### src/rtl/pooling_row_scheduler.sv
// pooling_row_scheduler: round-robin sequencer feeding whole KERNEL_SIZE-row windows
// from TOTAL_FEATURE row requesters into a single shared pooling datapath.
`ifndef DATA_WIDTH
`define DATA_WIDTH 8
`endif
module pooling_row_scheduler #(
  parameter int INPUT_SIZE = 6,
  parameter int KERNEL_SIZE = 2,
  parameter int TOTAL_FEATURE = 4,
  parameter int DW = `DATA_WIDTH,
  localparam int ROW_WIDTH = (INPUT_SIZE > 2) ? $clog2(INPUT_SIZE) : 1,
  localparam int FEATURE_WIDTH = (TOTAL_FEATURE > 2) ? $clog2(TOTAL_FEATURE) : 1
) (
  input  logic                                   clk,
  input  logic                                   rst_n,
  input  logic                                   start,
  input  logic [TOTAL_FEATURE-1:0]               req,
  input  logic [TOTAL_FEATURE*INPUT_SIZE*DW-1:0] row_data,
  output logic [TOTAL_FEATURE-1:0]               grant,
  output logic                                   pool_valid,
  output logic [FEATURE_WIDTH-1:0]               pool_feature_idx,
  output logic [ROW_WIDTH-1:0]                   pool_feature_row,
  output logic [INPUT_SIZE*DW-1:0]               pool_data,
  input  logic                                   pool_out_valid,
  output logic                                   busy,
  output logic                                   frame_done
);
  localparam int OUT_ROWS = INPUT_SIZE / KERNEL_SIZE;
  localparam int TOTAL_OUT = TOTAL_FEATURE * OUT_ROWS;
  localparam int OW = $clog2(TOTAL_OUT + 1);
  localparam int WW = $clog2(KERNEL_SIZE + 1);
  localparam int RW = INPUT_SIZE * DW;
  localparam logic [ROW_WIDTH:0] ROW_MAX = (ROW_WIDTH + 1)'(INPUT_SIZE);
  localparam logic [ROW_WIDTH:0] ROW_ONE = (ROW_WIDTH + 1)'(1);
  localparam logic [OW-1:0] OUT_MAX = OW'(TOTAL_OUT);
  localparam logic [OW-1:0] OUT_ONE = OW'(1);
  localparam logic [WW-1:0] WIN_LAST = WW'(KERNEL_SIZE - 1);
  localparam logic [WW-1:0] WIN_ONE = WW'(1);
  localparam logic [FEATURE_WIDTH-1:0] F_LAST = FEATURE_WIDTH'(TOTAL_FEATURE - 1);
  localparam logic [FEATURE_WIDTH-1:0] F_ONE = FEATURE_WIDTH'(1);

  typedef enum logic [2:0] {IDLE, ARB, BURST, DRAIN, DONE} state_t;

  state_t state_q, state_d;
  logic [ROW_WIDTH:0] row_cnt_q [TOTAL_FEATURE];
  logic [ROW_WIDTH:0] row_cnt_d [TOTAL_FEATURE];
  logic [WW-1:0] win_cnt_q, win_cnt_d;
  logic [OW-1:0] out_cnt_q, out_cnt_d;
  logic [FEATURE_WIDTH-1:0] ptr_q, ptr_d, lock_q, lock_d;
  logic pool_valid_q, pool_valid_d;
  logic [FEATURE_WIDTH-1:0] pool_idx_q, pool_idx_d;
  logic [ROW_WIDTH-1:0] pool_row_q, pool_row_d;
  logic [RW-1:0] pool_data_q, pool_data_d;
  logic frame_done_q, frame_done_d;
  logic [TOTAL_FEATURE-1:0] eligible;
  logic all_done, found;
  logic [FEATURE_WIDTH-1:0] pick, cand;

  // Rotating scan starting one past the last winner gives round-robin fairness.
  always_comb begin
    eligible = '0;
    all_done = 1'b1;
    found = 1'b0;
    pick = '0;
    cand = (ptr_q == F_LAST) ? '0 : ptr_q + F_ONE;
    for (int f = 0; f < TOTAL_FEATURE; f++) begin
      eligible[f] = req[f] && row_cnt_q[f] < ROW_MAX;
      all_done = all_done && row_cnt_q[f] == ROW_MAX;
    end
    for (int i = 0; i < TOTAL_FEATURE; i++) begin
      if (!found && eligible[cand]) begin
        found = 1'b1;
        pick = cand;
      end
      cand = (cand == F_LAST) ? '0 : cand + F_ONE;
    end
  end

  always_comb begin
    grant = '0;
    grant[lock_q] = state_q == BURST && req[lock_q] && row_cnt_q[lock_q] < ROW_MAX;
  end

  always_comb begin
    state_d = state_q;
    row_cnt_d = row_cnt_q;
    win_cnt_d = win_cnt_q;
    ptr_d = ptr_q;
    lock_d = lock_q;
    pool_valid_d = 1'b0;
    pool_idx_d = pool_idx_q;
    pool_row_d = pool_row_q;
    pool_data_d = pool_data_q;
    out_cnt_d = (state_q != IDLE && pool_out_valid && out_cnt_q != OUT_MAX) ? out_cnt_q + OUT_ONE : out_cnt_q;
    case (state_q)
      IDLE:
        if (start) begin
          state_d = ARB;
          for (int f = 0; f < TOTAL_FEATURE; f++) row_cnt_d[f] = '0;
          win_cnt_d = '0;
          out_cnt_d = '0;
          ptr_d = F_LAST;
        end
      ARB:
        if (all_done) state_d = DRAIN;
        else if (found) begin
          state_d = BURST;
          lock_d = pick;
          ptr_d = pick;
          win_cnt_d = '0;
        end
      BURST:
        if (|grant) begin
          pool_valid_d = 1'b1;
          pool_idx_d = lock_q;
          pool_row_d = row_cnt_q[lock_q][ROW_WIDTH-1:0];
          pool_data_d = row_data[(TOTAL_FEATURE - 1 - int'(lock_q)) * RW +: RW];
          row_cnt_d[lock_q] = row_cnt_q[lock_q] + ROW_ONE;
          win_cnt_d = win_cnt_q + WIN_ONE;
          if (win_cnt_q == WIN_LAST) state_d = ARB;
        end
      // Looking at the incremented count lets the final pulse end the frame a cycle sooner.
      DRAIN: if (out_cnt_d == OUT_MAX) state_d = DONE;
      DONE: state_d = IDLE;
      default: state_d = IDLE;
    endcase
    frame_done_d = state_d == DONE;
  end

  always_ff @(posedge clk or negedge rst_n) begin
    if (!rst_n) begin
      state_q <= IDLE;
      for (int f = 0; f < TOTAL_FEATURE; f++) row_cnt_q[f] <= '0;
      win_cnt_q <= '0;
      out_cnt_q <= '0;
      ptr_q <= F_LAST;
      lock_q <= '0;
      pool_valid_q <= 1'b0;
      pool_idx_q <= '0;
      pool_row_q <= '0;
      pool_data_q <= '0;
      frame_done_q <= 1'b0;
    end else begin
      state_q <= state_d;
      row_cnt_q <= row_cnt_d;
      win_cnt_q <= win_cnt_d;
      out_cnt_q <= out_cnt_d;
      ptr_q <= ptr_d;
      lock_q <= lock_d;
      pool_valid_q <= pool_valid_d;
      pool_idx_q <= pool_idx_d;
      pool_row_q <= pool_row_d;
      pool_data_q <= pool_data_d;
      frame_done_q <= frame_done_d;
    end
  end

  assign pool_valid = pool_valid_q;
  assign pool_feature_idx = pool_idx_q;
  assign pool_feature_row = pool_row_q;
  assign pool_data = pool_data_q;
  assign busy = state_q != IDLE;
  assign frame_done = frame_done_q;
endmodule

### config.mk
export PLATFORM = sky130hd
export DESIGN_NAME = pooling_row_scheduler
export DESIGN_NICKNAME = d
export VERILOG_FILES = /design/src/rtl/pooling_row_scheduler.sv
export SDC_FILE = /design/constraint.sdc
export NUM_CORES = 1
export LEC_CHECK = 0
export ABC_AREA = 1
export BUFFER_PORTS_ARGS = -buffer_cell sky130_fd_sc_hd__buf_2
export CAP_MARGIN = 30
export CORE_ASPECT_RATIO = 0.75
export CORE_MARGIN = 5
export CORE_UTILIZATION = 40
export CTS_CLUSTER_DIAMETER = 60
export DETAILED_ROUTE_END_ITERATION = 10
export PLACE_DENSITY = 0.71
export SLEW_MARGIN = 20
export SYNTH_ARGS = -nofsm -noshare
export SYNTH_HDL_FRONTEND = slang
export SYNTH_SLANG_ARGS = --single-unit
### constraint.sdc
create_clock -name clk -period 3 [get_ports clk]
set_clock_uncertainty 0.2 [all_clocks]
set_input_delay 0.15 -clock clk [delete_from_list [all_inputs] [get_ports clk]]
set_output_delay 0.15 -clock clk [all_outputs]
set_load 0.02 [all_outputs]
==> metrics.txt, run 1 <==
Critical Path RT approximately 2.7 ns; Worst-Margin Slew 0.643 ns; Compound-Gate Fraction of Synth Area roughly 29%; Final GP Congestion 0.916; post-synth top area share 26.3%; cell accounting for the most synthesized area dfrtp_1; final setup vio count 0; post-placement cell area between 9000 and 10000 µm²; Post-Syn Area 7790 µm²; CTS sink count 84; core area 19300 µm²; Tmin final 2.75 ns; largest net degree at the start of global routing around 180; max layer used met5; met2 wire len 13600 µm; number of global-route vias before repair 8848; Post-DP HPWL 23100 µm; most common cell in the netlist nand2_1; Synth Area in Simple Gates between 30% and 40%; post-synthesis xor/xnor area fraction 0.450%; total number of vias between 9k and 10k; Critical Path Fanout Max 20; MaxCap Viol Count 0; Buffers on Ports 259; CP Launch Type flip-flop; Worst slew margin a little under three fifths; Synth top cells by count 342 x nand2_1, 179 x o21ai_0, 104 x inv_1; VDD IR max roughly 770 µV; share of layout cells above drive strength 1 23.1%; number of synthesized flops with an enable pin 0; sequential share of the synthesized area around 27%; outcome finished clean; Crit path top cell by count buf_4; P_leak 0.00482 µW; Die H 131 µm; Area growth, synth to finish 23.9%; Hold WC Path Type in2reg; Main synth FF type dfrtp_1; Adder-Cell Fraction of Synth Area 1.45%; ys async rst share 100%; slowest stage delay, CP 0.46 ns; achievable clock frequency about 360 MHz; die area around 22000 µm²; DR WL met3 2980 µm; final WL 30000 µm; slowest CP cell dfrtp_1; main combinational cell family by area after synthesis simple AND/OR/NAND/NOR gates; Clock Tree Root clkbuf_16; post-synthesis register bit count 84; first-pass GRT wire length 46800 µm; CTS buffer count 9; Antenna Violating Nets Remaining 0; fill count 2014; Slew Viols, Final 0; Clk Latency, worst-skew pair 0.34 ns; WS Path Type reg2out; GR Overflow Total 0; Via density 5.55; crit-path cells inv_2 > ha_2 > buf_4 > inv_1 > buf_4 > nor2_1 > buf_2; mux cell area share after synthesis less than 1%; CTS tree yes; drt wl/cell roughly 17 µm; all-layer global routing usage a little over a quarter; H-tree depth 3; Fin. Hold Viols 0; Worst-path clk slew around 0.07 ns; nets 1680; drt pass-1 iters 6; RSZ-0062 raised after global routing false; initial antenna violation count 2; Initial Util 40.4%; Cell Pwr Density 1170 nW/µm²; Avg Cell Area, Syn 6.22 µm²; top cells by area, synth dfrtp_1 26%, nand2_1 16%, o21ai_0 11%; CP arrival 2.40 ns; Synth Instances around 1.3k; final worst path period share about nine tenths; post-synthesis cell type count 44; yosys warns 0; Std-Cell Rows 44; clk buf depth 2; WL met1 12600 µm; Ports 260; Final Cell Area between 9000 and 10000 µm²; Power Total 11300 µW; Die Wd about 170 µm; post-CTS setup buffers 0; crit-path leading delay family buffers and inverters; Total Neg Setup Slack 0 ns; DRT iter0 DRCs between 1k and 1.5k; post-synth net total 1461; CP Buf/Inv Count 5; type of destination of the critical path output pin; Residual DRC 0
## layout by cell type, fill, tap and decap left out, types with 6 or more instances in the layout
cell type      synthesis  routed
a22oi_1               11      11
nand2_1              342     342
nand4_1               13      13
mux2i_1                6       6
dfrtp_1               82      81
inv_1                104     104
dlygate4sd3_1          0      16
ha_1                   9       7
o21ai_1               14      14
a21oi_1               72      72
buf_2                 36     258
a31oi_1               21      21
nor2_1                82      82
clkbuf_16              0       9
o21a_1                 7       7
o211ai_1              50      50
nand3_1               86      86
or2_2                 22      22
o221ai_1              13      13
buf_4                  8      18
o21ai_0              179     179
## per-stage QoR
step	util [%]	instances	hold WS, ns	setup slack [ns]
final	50.1	1730	0.00643	0.251
after global routing	50.1	1730	0.0116	0.152
after CTS	50.1	1729	0.00284	0.315
after detailed placement	47.7	1697	0.0140	0.463
after global placement	47.7	1697	0.00619	0.515
after floorplan	-	1252	-0.346	0.0168
## repair_timing
| item | CTS | global route |
|---|---|---|
| hold buffers | 16 | 0 |
| gates resized for setup | 0 | 0 |
| hold endpoints to repair | 57 | 0 |
## worst register-to-register path, cell delays in order (launching register included)
cell	delay, ns
dfrtp_4	0.58
inv_4	0.19
ha_2	0.23
clkinv_1	0.14
buf_4	0.24
nor2_2	0.15
clkinv_1	0.07
buf_4	0.20
o311ai_0	0.38
nand2_1	0.10
nand2_1	0.07
## where the power goes
group	switching (µW)	internal [µW]
Clock	478	646
Combinational	5460	2690
Sequential	398	1640
## metal layers
metal / GRT usage (%) / vias to the layer above
met2: 42.7 / 472
met5: 0 / -
met3: 6.95 / 66
met4: 7.17 / 2
met1: 34.8 / 4384
li1: - / 4669
## area by class of cell
type / instances / area, µm² / share of cell area [%]
multi-input cells: 966 / 4820 / 49.9
inverters: 113 / 427 / 4.42
clock buffers: 10 / 229 / 2.37
flip-flops and latches: 84 / 2110 / 21.8
clock inverters: 6 / 65.1 / 0.674
well taps: 253 / 317 / 3.28
diodes: 1 / 2.50 / 0.0259
repair buffers: 297 / 1690 / 17.5
## kinds of logic (layout without fill, tap and decap cells)
group / after synthesis / after routing
AOI/OAI and AO/OA: 385 / 385
xor gates and xnor gates: 4 / 4
adders and majority gates: 9 / 9
buffers and inverters: 202 / 426
DFF: 84 / 84
muxes: 6 / 6
other: 0 / 1
and+or+nand+nor: 562 / 562
## path summary, 6_finish.rpt
kind | end | slack, ns | cells past startpoint | start
hold reg to reg | pool_data[17] | 0.28 | 2 | pool_data[17]
min in group asynchronous | row_cnt_q[10] | 0.16 | 2 | rst_n
setup / recovery | grant[1] | 0.25 | 7 | lock_q[1]
setup reg to reg | pool_data[20] | 0.41 | 10 | lock_q[0]
hold / removal | pool_data[26] | 0.006 | 4 | row_data[186]
max in group asynchronous | pool_data[43] | 1.79 | 3 | rst_n
## state kept, by name, summed over array words and instances (netlist names)
register / cells
state_q: 3
pool_valid: 1
pool_feature_idx: 2
out_cnt_q: 4
pool_data: 48
frame_done: 1
pool_feature_row: 3
ptr_q: 2
lock_q: 2
win_cnt_q: 2
row_cnt_q: 16
Power figures use the tool's default switching activity.
==> run 2, diff against run 1 <==
--- a/config.mk
+++ b/config.mk
@@ -9,5 +9,5 @@
 export BUFFER_PORTS_ARGS = -buffer_cell sky130_fd_sc_hd__buf_2
 export CAP_MARGIN = 30
-export CORE_ASPECT_RATIO = 0.75
+export CORE_ASPECT_RATIO = 0.5
 export CORE_MARGIN = 5
 export CORE_UTILIZATION = 40
==> constraint.sdc (replaced) <==
create_clock -name clk -period 3 [get_ports clk]
set_clock_uncertainty 0.2 [all_clocks]
set_input_delay 0.15 -clock clk [delete_from_list [all_inputs] [get_ports clk]]
set_output_delay 0.15 -clock clk [all_outputs]
set_load 0.05 [all_outputs]
==> run 2 against run 1 <==
- clock power up 17%
- global-route usage grew 0.57 points
- sequential power fell by 2%
- cell count rose by 1.4%
- sequential share of layout area fell by 0.30 points
- non-clock buffer count rose by 9
- hold slack worse by 0.0034 ns
- core utilization grew 0.68 points
- combinational power increased by 11%
- critical path depth grew 5
- final area rose by 1.4%
- sequential cell count unchanged
- critical path type is now reg2reg
==> metrics.txt, run 2 (synthesis results as in run 1) <==
Worst slew margin 43.1% (was 57.1%); most common cell after layout, fill and taps aside nand2_1 (unchanged); Hold WC Path Type in2reg (unchanged); final setup vio count 0 (unchanged); CP Launch Type flip-flop (unchanged); Ports 260 (unchanged); H-tree depth 3 (unchanged); CTS buffer count 9 (unchanged); MaxCap Viol Count 0 (unchanged); pre-CTS setup slack 0.285 ns (was 0.463 ns); Critical Path RT 3.04 ns (was 2.65 ns); Final GP Congestion 0.965 (was 0.916); max layer used met5 (unchanged); crit-path cells inv_4 > ha_2 > inv_2 > nand2_1 > buf_4 > clkinv_1 > nand2_1 > o21ai_0 > o21ai_0 > o21ai_0 > nand2_1 > nand2_1 (was inv_2 > ha_2 > buf_4 > inv_1 > buf_4 > nor2_1 > buf_2); Area growth, synth to finish 25.6% (was 23.9%); largest net degree at the start of global routing 196 (was 181); WHS Path Cells 4 (unchanged); Cell Pwr Density 1260 nW/µm² (was 1170 nW/µm²); clk buf depth 2 (unchanged); VDD IR max 927 µV (was 770 µV); number of global-route vias before repair 9214 (was 8848); first-pass GRT wire length 48600 µm (was 46800 µm); r2r setup slk 0.24 ns (was 0.41 ns); Fin. Hold Viols 0 (unchanged); initial antenna violation count 4 (was 2); Die H 109 µm (was 131 µm); Residual DRC 0 (unchanged); drt pass-1 iters 5 (was 6); achievable clock frequency 362 MHz (was 364 MHz); GR Overflow Total 0 (unchanged); Critical Path Fanout Max 23 (was 20); WS Path Type reg2reg (was reg2out); slowest stage delay, CP 0.45 ns (was 0.46 ns); Post-DP HPWL 23200 µm (was 23100 µm); RSZ-0062 raised after global routing false (unchanged); DRT iter0 DRCs 1027 (was 1138); Total Neg Setup Slack 0 ns (unchanged); CP arrival 2.80 ns (was 2.40 ns); Clock Tree Root clkbuf_16 (unchanged); WL met1 12700 µm (was 12600 µm); Final WS setup 0.239 ns (was 0.251 ns); share of layout cells above drive strength 1 23.1% (about the same); Initial Util 40.4% (about the same); R2R depth 12 (was 10); Via density 5.54 (was 5.55); all-layer global routing usage 26.8% (was 26.2%); Die Wd 207 µm (was 171 µm); Tmin final 2.76 ns (was 2.75 ns); type of destination of the critical path flip-flop (was output pin); Clk Latency, worst-skew pair 0.35 ns (was 0.34 ns); CTS sink count 84 (unchanged); Antenna Violating Nets Remaining 0 (unchanged); Hold Crit Endpoint pool_data[24] (was pool_data[26]); outcome finished clean (unchanged); CTS tree yes (unchanged); Largest register FFs 48 (unchanged); final worst path period share 92.0% (was 91.6%); Worst-Margin Slew 0.854 ns (was 0.643 ns); fill count 2065 (was 2014); reg2reg start lock_q[0] (unchanged); nets 1689 (was 1680); total number of vias 9730 (was 9593); Worst R2R End pool_data[35] (was pool_data[20]); core area 19300 µm² (about the same); Std-Cell Rows 36 (was 44); drt wl/cell 17.9 µm (was 17.3 µm); die area 22500 µm² (was 22400 µm²); Worst-path clk slew 0.07 ns (about the same); most frequent cells in the layout 342 x nand2_1, 258 x buf_2, 179 x o21ai_0 (unchanged); Crit path top cell by count nand2_1 (was buf_4); post-CTS setup buffers 0 (unchanged); DR WL met3 1970 µm (was 2980 µm); final WL 31500 µm (was 30000 µm); Slew Viols, Final 0 (unchanged); P_leak 0.00487 µW (was 0.00482 µW); hold path start row_data[152] (was row_data[186]); met2 wire len 15600 µm (was 13600 µm); Buffers on Ports 259 (unchanged); slowest CP cell dfrtp_4 (was dfrtp_1)
## run 2: changes by cell type in the layout (fill, tap and decap cells not counted), moves of 2 or more
cell / before / now
dlygate4sd3_1: 16 / 24
buf_4: 18 / 21
diode_2: 1 / 4
buf_12: 5 / 3
bufinv_16: 1 / 3
## run 2: power by group
group / internal, µW / total [µW] / switching, µW
logic: 2690 / 9020 / 6330
registers: 1640 / 1990 / 350
clock network: 816 / 1310 / 493
## run 2: how the worst max path moves through the flow
| stage | to | startpoint | cells after the start |
|---|---|---|---|
| final | pool_data[35] | lock_q[0] | 12 |
| after detailed placement | state_q[1] | lock_q[0] | 12 |
| after global placement | pool_data[35] | lock_q[0] | 12 |
| after CTS | state_q[1] | lock_q[0] | 12 |
| after floorplan | pool_data[11] | lock_q[0] | 16 |
| after global routing | pool_data[35] | lock_q[0] | 12 |
## run 2: worst max-delay path: cells and delay by family, from the launching register on
family	cells	cell delay, ns
adder cells (fa/ha/maj)	1	0.37
flip-flops	1	0.45
buffers and inverters	4	0.89
AND/OR/NAND/NOR	4	0.40
AO/OA/AOI/OAI	3	0.34
## run 2: final cells by class
| type | count | area, µm² | share of cell area (%) |
|---|---|---|---|
| multi-input cells | 966 | 4820 | 49.2 |
| flip-flops and latches | 84 | 2110 | 21.5 |
| repair buffers | 306 | 1750 | 17.9 |
| inverters | 113 | 427 | 4.36 |
| well taps | 266 | 333 | 3.40 |
| clock buffers | 10 | 229 | 2.34 |
| clock inverters | 6 | 113 | 1.15 |
| diodes | 4 | 10.0 | 0.102 |
## run 2: routing by layer
metal | global-route usage [%] | vias to the layer above
met3 | 4.86 | 91
met5 | 0 | -
met1 | 33.2 | 4582
met4 | 10.7 | 2
li1 | - | 4680
met2 | 47.2 | 375
## run 2: through the flow
step	total power [µW]	cells	instance area, µm²	hold slack, ns	util [%]
6_report	12300	1755	9790	0.00302	50.8
5_1_grt	13400	1754	9790	0.0197	50.8
4_1_cts	12300	1751	9780	0.00473	50.7
3_5_place_dp	10900	1711	9200	0.0231	47.7
3_3_place_gp	10800	1711	9200	0.0112	47.7
2_1_floorplan	8670	1252	7790	-0.346	-
## run 2: what timing repair did
item	4_1_cts	5_1_grt
endpoints found under the hold margin	57	0
hold buffers	24	0
resized for setup	0	0
